### config.mk
export PLATFORM = sky130hd
export DESIGN_NAME = instr_fetch_unit
export DESIGN_NICKNAME = d
export VERILOG_FILES = /design/src/rtl/fetch_pkg.sv /design/src/rtl/fetch_fifo.sv /design/src/rtl/instr_fetch_unit.sv
export SDC_FILE = /design/constraint.sdc
export NUM_CORES = 1
export LEC_CHECK = 0
export CAP_MARGIN = 20
export CORE_AREA = 4 4 283 216
export CTS_BUF_LIST = sky130_fd_sc_hd__clkbuf_4
export CTS_CLUSTER_SIZE = 10
export DETAILED_ROUTE_END_ITERATION = 6
export DIE_AREA = 0 0 287 220
export PLACE_DENSITY = 0.57
export SLEW_MARGIN = 20
export SYNTH_ARGS = -nofsm -noshare
export SYNTH_HDL_FRONTEND = slang
export SYNTH_HIERARCHICAL = 1
export SYNTH_SLANG_ARGS = --single-unit
### constraint.sdc
create_clock -name clk -period 3.25 [get_ports clk]
set_input_delay 0.65 -clock clk [delete_from_list [all_inputs] [get_ports clk]]
set_output_delay 0.65 -clock clk [all_outputs]
set_load 0.01 [all_outputs]
### src/rtl/fetch_pkg.sv
// rtl/fetch_pkg.sv - shared widths and the fetch queue entry type
package fetch_pkg;

    localparam int INSTR_W     = 32;
    localparam int ADDR_W      = 64;
    localparam int INSTR_BYTES = 4;

    typedef struct packed {
        logic [ADDR_W-1:0]  pc;
        logic [INSTR_W-1:0] instr;
    } fetch_entry_t;

endpackage

### src/rtl/fetch_fifo.sv
// rtl/fetch_fifo.sv - circular queue of fetched {pc, instr} entries
// Ports: clk, rst_n (async, active low); flush empties the queue;
//        push/push_data write the tail; pop advances the head;
//        head is the registered head entry; full/empty status.
module fetch_fifo
    import fetch_pkg::*;
#(
    parameter int DEPTH = 4
) (
    input  logic         clk,
    input  logic         rst_n,
    input  logic         flush,
    input  logic         push,
    input  fetch_entry_t push_data,
    input  logic         pop,
    output fetch_entry_t head,
    output logic         full,
    output logic         empty
);

    localparam int PW = $clog2(DEPTH);
    localparam int CW = PW + 1;
    localparam logic [CW-1:0] DEPTH_C = CW'(DEPTH);

    fetch_entry_t      mem [DEPTH];
    logic [PW-1:0]     rd_ptr;
    logic [PW-1:0]     wr_ptr;
    logic [CW-1:0]     count;

    assign head  = mem[rd_ptr];
    assign full  = (count == DEPTH_C);
    assign empty = (count == '0);

    // Storage is cleared on reset so the head reads as zero afterwards.
    always_ff @(posedge clk or negedge rst_n) begin
        if (!rst_n) begin
            rd_ptr <= '0;
            wr_ptr <= '0;
            count  <= '0;
            for (int i = 0; i < DEPTH; i++) begin
                mem[i] <= '0;
            end
        end else if (flush) begin
            rd_ptr <= '0;
            wr_ptr <= '0;
            count  <= '0;
        end else begin
            if (push) begin
                mem[wr_ptr] <= push_data;
                wr_ptr      <= wr_ptr + 1'b1;
            end
            if (pop) begin
                rd_ptr <= rd_ptr + 1'b1;
            end
            case ({push, pop})
                2'b10:   count <= count + 1'b1;
                2'b01:   count <= count - 1'b1;
                default: count <= count;
            endcase
        end
    end

endmodule

### src/rtl/instr_fetch_unit.sv
// rtl/instr_fetch_unit.sv - program counter, fetch control and decode-side queue
// Ports: clk, rst_n (async, active low); imem_adr/imem_instr to instruction
//        memory; fetch_en gates fetch; redirect_valid/redirect_pc retarget;
//        out_valid/out_ready/out_instr/out_pc to decode;
//        misalign_err pulse on unaligned redirect; end_of_mem level.
module instr_fetch_unit
    import fetch_pkg::*;
#(
    parameter logic [ADDR_W-1:0] PC_RESET   = 64'h0,
    parameter logic [ADDR_W-1:0] IMEM_BYTES = 64'd64,
    parameter int                FIFO_DEPTH = 4
) (
    input  logic               clk,
    input  logic               rst_n,
    output logic [ADDR_W-1:0]  imem_adr,
    input  logic [INSTR_W-1:0] imem_instr,
    input  logic               fetch_en,
    input  logic               redirect_valid,
    input  logic [ADDR_W-1:0]  redirect_pc,
    output logic               out_valid,
    input  logic               out_ready,
    output logic [INSTR_W-1:0] out_instr,
    output logic [ADDR_W-1:0]  out_pc,
    output logic               misalign_err,
    output logic               end_of_mem
);

    logic [ADDR_W-1:0] pc;
    logic              deq;
    logic              enq;
    logic              fifo_full;
    logic              fifo_empty;
    fetch_entry_t      fifo_head;
    fetch_entry_t      fifo_in;

    assign imem_adr = pc;

    // One extra bit keeps the compare honest near the top of the address space.
    assign end_of_mem = ({1'b0, pc} + 65'd3) >= {1'b0, IMEM_BYTES};

    assign out_valid = !fifo_empty;
    assign deq       = out_valid & out_ready;
    // A full queue can still accept when its head leaves in the same cycle.
    assign enq       = fetch_en & !end_of_mem & !redirect_valid & (!fifo_full | deq);

    assign fifo_in.pc    = pc;
    assign fifo_in.instr = imem_instr;

    assign out_instr = fifo_head.instr;
    assign out_pc    = fifo_head.pc;

    fetch_fifo #(
        .DEPTH (FIFO_DEPTH)
    ) u_fifo (
        .clk       (clk),
        .rst_n     (rst_n),
        .flush     (redirect_valid),
        .push      (enq),
        .push_data (fifo_in),
        .pop       (deq & !redirect_valid),
        .head      (fifo_head),
        .full      (fifo_full),
        .empty     (fifo_empty)
    );

    always_ff @(posedge clk or negedge rst_n) begin
        if (!rst_n) begin
            pc           <= PC_RESET;
            misalign_err <= 1'b0;
        end else begin
            misalign_err <= redirect_valid & (|redirect_pc[1:0]);
            if (redirect_valid) begin
                pc <= {redirect_pc[ADDR_W-1:2], 2'b00};
            end else if (enq) begin
                pc <= pc + ADDR_W'(INSTR_BYTES);
            end
        end
    end

endmodule

---- Word-level counts from Yosys, hierarchy flattened ----
Cells that the tools add are included.
cells by class
  $add $sub $neg .......................... 6
  eq/ne operators ......................... 3
  bitwise operators ....................... 10
  mux-type cells .......................... 14
  $lt $le $gt $ge ......................... 4
  reduce and logical (&&, ||, !) cells .... 11
operators with widths
  operator                                               number
  bitwise mux 384 bit                                    1
  2-to-1 mux 96 bit                                      3
  binary-select mux 96 bit (select 2 bit)                1
  demux 96 bit (select 2 bit)                            1
  2-to-1 mux 64 bit                                      2
  adder 64 x 2 -> 65 bit (second input constant)         1
  >= comparator 65 x 7 -> 1 bit (second input constant)  1
  adder 64 x 3 -> 64 bit (second input constant)         1
  2-to-1 mux 2 bit                                       4
  bitwise AND 1 bit                                      6
  >= comparator 3 bit (second input constant)            2
  inverter 2 -> 3 bit                                    2
  one-hot mux 3 bit (2 select lines)                     1
  adder 2 x 1 -> 2 bit (second input constant)           2
  zero test 1 bit                                        4
  nonzero test 2 bit                                     2
  adder 3 x 1 -> 3 bit (second input constant)           1
  == test 3 bit (second input constant)                  1
  zero test 3 bit                                        1
  < comparator 3 x 1 -> 1 bit (second input constant)    1
  2-to-1 mux 3 bit                                       1
  nonzero test 3 bit                                     1
  subtractor 3 x 1 -> 3 bit (second input constant)      1
  == test 2 x 1 -> 1 bit (second input constant)         1
  6 further kinds                                        6
word-level totals
  flip-flop bits (word level) ............. 456
  input bits .............................. 101

---- Depth between registers and ports, before layout ----
  depth in word-level cells ............... 9
  mapped depth ............................ 12
  gate-level depth less buffers ........... 10

---- Hierarchy ----
The synthesis kept the hierarchy.
by module, submodules not included
  module            cells an instance  sequential area each (um^2)  instances  area an instance (um^2)
  fetch_fifo        970                9784.4                       1          17608.1
  instr_fetch_unit  185                1576.5                       1          2605.0

---- Worst setup path after synthesis ----
No wires, ideal clock.
  path kind ............................... register -> register
  start ................................... register pc[33] (netlist: imem_adr[33])
  end ..................................... register u_fifo/mem[247] (netlist bit)
  arrival time ............................ 2633 ps
  buffers on the path ..................... 4
  path slack .............................. 492 ps
  stages on the path, launching flop included .. 13
  required time ........................... 3125 ps
  library setup time ...................... 125 ps
  clock period less this slack ............ 2758 ps
  cell sequence ........................... dfrtp_1 nor4_1 nand4_1 nor4_4 inv_2 nor3_1 buf_4 nor2b_4 buf_6 nand2_4 buf_6 buf_6 mux2_4
between the ends
  longest elaborated chain between the ends .. 7
RTL lines
  item                            RTL line                source
  start: declaration              instr_fetch_unit.sv:28  logic [ADDR_W-1:0] pc;
  start signal: assignment        instr_fetch_unit.sv:73  pc <= {redirect_pc[ADDR_W-1:2], 2'b00};
  start signal: assignment        instr_fetch_unit.sv:75  pc <= pc + ADDR_W'(INSTR_BYTES);
  adder 64 x 2 -> 65 bit          instr_fetch_unit.sv:39  assign end_of_mem = ({1'b0, pc} + 65'd3) >= {1'b0, IMEM_BYTES};
  >= comparator 65 x 7 -> 1 bit   instr_fetch_unit.sv:39
  via end_of_mem                  instr_fetch_unit.sv:25  output logic end_of_mem
  zero test 1 bit                 instr_fetch_unit.sv:44  assign enq = fetch_en & !end_of_mem & !redirect_valid & (!fifo_full | deq);
  bitwise AND 1 bit (3 in a row)  instr_fetch_unit.sv:44
  via enq                         instr_fetch_unit.sv:30  logic enq;
  AND reduction 2 bit (no line)   n/a
  end signal: indexed assignment  fetch_fifo.sv:49        mem[wr_ptr] <= push_data;
  end: declaration                fetch_fifo.sv:25        fetch_entry_t mem [DEPTH];
The timed path passes the listed nets, and every way through them passes these cells.
A chain may end at the register's enable or synchronous reset.

---- Worst setup path in the final report ----
  start ................................... register pc[51] (netlist: imem_adr[51])
  end ..................................... output end_of_mem
between the ends
  longest elaborated chain between the ends .. 2
RTL lines
  item                           RTL line
  adder 64 x 2 -> 65 bit         instr_fetch_unit.sv:39
  >= comparator 65 x 7 -> 1 bit  instr_fetch_unit.sv:39
  end: declaration               instr_fetch_unit.sv:25
No other way between the ends.

==> key figures <==
Worst setup path
  • Top Family by Delay on Critical Path: simple AND/OR/NAND/NOR gates
  • Critical path cell sequence: nor4_2 -> nand4_1 -> nor4_4 -> inv_2 -> buf_6
  • Crit path buffers/inverters: 2
  • Reg-to-Reg End: u_fifo/count[2]
  • WP data arrival: 2560 ps
  • CP Capture Type: primary output
  • Slowest cell on crit path: dfrtp_1
  • Max FO, Critical Path: 6
  • Crit Path Class: flip-flop to primary output
  • CP peak stage delay: 390 ps
  • Critical Path RT: 2600 ps
  • Reg-to-reg setup timing slack: 240 ps
  • Reg2Reg Depth: 11
  • Reg-to-Reg Start: imem_adr[51]
  • Startpoint types: flip-flop

Logic synthesis
  • Synth unique cells: 41
  • Top FF cell, synth: dfrtp_1
  • Post-synth EDFFs: 0
  • Mean Syn Cell Area: 17.5 µm²
  • Register area share after synthesis: 56.2%
  • Synth cell count leaders: dfrtp_1, mux2_2, mux2_4, mux4_2, buf_2
  • Synth area leaders: dfrtp_1, mux2_2, mux2_4, mux4_2, buf_6
  • Share of synthesized registers carrying an async set or reset: 100%
  • Synth Instances: 1155
  • Most frequent cell after synthesis: dfrtp_1
  • Warning count from the yosys run: 6
  • Cell Area, Synth: 0.0202 mm²
  • Synth area leader: dfrtp_1
  • Synth top area share: 56.2%
  • Synthesis-stage register bit count: 454

Global route
  • Total track usage: 16.5%
  • Vias in the first global route: 13100
  • Largest net degree at the start of global routing: 80
  • Initial antenna violation count: 4
  • First-pass GRT wire length: 80100 µm
  • GR Overflow Total: 0

Route
  • Drt pass-1 iters: 4
  • Residual DRC count: 0
  • Final wirelength: 51600 µm
  • DRT iter0 DRCs: 479
  • Detail Route Antenna Nets: 0
  • Routed vias: 11900
  • Vias per inst: 4.84
  • Per-cell routed wire length: 21.0 µm

Power
  • P_int: 8.72 mW
  • Net Sw Frac: 24.5%
  • Logic pwr share: 6.6%
  • Design Power: 11.5 mW
  • Clk pwr share: 42.7%
  • VDD IR max: 0.223 mV
  • Static leakage: 12.9 nW
  • PwrDens: 443 mW/mm²
  • Net Switching: 2.83 mW
  • Seq pwr share: 50.7%

Placement
  • Half-perimeter wire length after placement: 32300 µm
  • PortBufs: 261
  • GPL Wtd Cong: 0.737
  • Setup WS pre-CTS: -15.8 ps

Floorplanning
  • I/O pins: 264
  • Die area: 0.0631 mm²
  • Die Ht: 220 µm
  • Cell row count: 77
  • Core Region: 0.0584 mm²
  • Initial Utilization: 34.6%
  • Die Width: 287 µm

Clock tree
  • Clk_lat worst skew: 880 ps
  • Clk slew on worst S/H paths: 70 ps
  • Clock Sinks: 454
  • Num CTS Buffers: 116
  • Htree depth: 3
  • TritonCTS clock tree: built
  • Bufs on Longest Clock Path: 3
  • Clock root buffer: clkbuf_4

Min path
  • Hold crit path type: primary input to flip-flop
  • Hold endpoint: misalign_err
  • Hold_sp: redirect_pc[0]
  • Hold path depth: 3

Layout
  • FF/Latch Area: 0.0114 mm²
  • Multi-input gate area: 0.00848 mm²
  • Area delta synth->final: 29.0%
  • Layout Nets: 1682
  • Fillcell total: 5280
  • Layout cell share with drive strength beyond 1: 55.0%

STA
  • Finish-stage setup viols: 0
  • Unrepaired setup endpoints after global routing: true
  • Slew Limit Fails: 0
  • Final setup margin: 40.9 ps
  • Tcrit/Tclk final: 98.7%
  • Relative slew slack: 51.3%
  • FMAX: 312 MHz
  • Setup TNS: 0 ps
  • Skew final: 70.4 ps
  • Count of final hold-check violations: 0
  • Worst Tran Pin Value: 730 ps
  • Min cycle time layout: 3210 ps

Outcome
  • Status: completed

Run
  • Max Cap Viol: 0
what timing repair did:
item / CTS / global route
pin swaps: 4 / 2
resized for setup: 277 / 74
setup endpoints to repair: 98 / 70
endpoints found under the hold margin: 68 / 0
buffers inserted: 16 / 6
hold buffers: 2 / 0
gates cloned: 6 / 2
placed cells by master (no fill, tap or decap), types with 3 or more instances in the layout:
cell type,Yosys,routed
buf_12,0,30
buf_16,0,5
buf_2,33,26
buf_4,6,62
buf_6,21,20
bufinv_16,0,3
clkbuf_2,0,21
clkbuf_4,0,168
clkdlybuf4s15_1,0,22
clkdlybuf4s50_1,0,162
clkinv_1,0,22
conb_1,1,10
dfrtp_1,454,446
dfrtp_2,0,6
diode_2,0,8
dlygate4sd2_1,0,12
ha_1,5,5
inv_1,5,5
inv_2,1,4
mux2_2,281,281
mux2_4,160,160
mux4_2,96,96
nand2_1,4,4
nand2_8,0,4
nand3_1,4,3
nand4_1,3,3
nor2_1,14,14
nor3_1,4,4
nor3b_1,3,3
nor4_1,13,3
nor4_2,1,10
o21ai_0,3,3
xnor2_1,3,3
stage by stage:
step	area, µm²	utilization, %	instances	hold slack (ps)
5_1_grt	26100	44.7	2453	230
2_1_floorplan	20200	-	1164	354
3_3_place_gp	24300	41.6	2220	481
3_5_place_dp	24300	41.6	2220	488
6_report	26100	44.7	2455	357
4_1_cts	26100	44.6	2443	236
routing by layer:
layer / wire length, µm / vias to the layer above / track usage [%]
li1: - / 5229 / -
met1: 24100 / 6304 / 23.0
met2: 24000 / 265 / 25.4
met3: 2680 / 70 / 4.60
met4: 818 / 2 / 4.55
met5: 20 / - / 0
final cells by class:
class	instances	area share (%)
diodes	8	0.0768
clock inverters	32	0.806
multi-input cells	630	32.5
clock buffers	168	4.84
well taps	790	3.79
repair buffers	367	14.3
inverters	6	0.0864
flip-flops and latches	454	43.6
kinds of logic after synthesis:
logic type	count (synthesis)	synth area share, %
and+or+nand+nor	58	1.81
buffers and inverters	80	2.58
DFF	454	56.2
adders and majority gates	6	0.409
other	1	0.0186
xor gates and xnor gates	5	0.217
AOI/OAI and AO/OA	12	0.427
muxes	539	38.3
worst max path at each step:
stage | from | to | slack (ps) | depth (start not counted)
after detailed placement | imem_adr[34] | u_fifo/count[2] | -20 | 11
final | imem_adr[51] | end_of_mem | 40 | 5
after global placement | imem_adr[34] | u_fifo/count[2] | -90 | 11
after CTS | imem_adr[63] | end_of_mem | -140 | 6
after global routing | imem_adr[63] | end_of_mem | -220 | 6
after floorplan | imem_adr[33] | u_fifo/mem[247] | 490 | 12
state kept, by name, summed over array words and instances (netlist names):
signal and count:
misalign_err 1, u_fifo/count 3, u_fifo/mem 384, u_fifo/rd_ptr 2
imem_adr 62, u_fifo/wr_ptr 2
worst reg2reg max path, cell delays in order, from the launching register on:
cell     delay [ps]
dfrtp_1         390
nor4_2          390
nand4_1         340
nor4_4          290
inv_2           140
nor3_1          260
buf_4           160
nor2b_1          50
fa_1            370
nor3b_1         270
o21ai_0         110
nor3b_1         140
power groups by stage:
stage / combinational [mW] / sequential, mW / clock, mW
final: 0.764 / 5.85 / 4.93
after global routing: 0.839 / 5.86 / 5.50
after CTS: 0.784 / 5.85 / 5.16
after detailed placement: 0.756 / 5.96 / 0
after global placement: 0.750 / 5.95 / 0
after floorplan: 0.126 / 5.98 / 0
No activity file was read; power rests on OpenSTA's default activity.
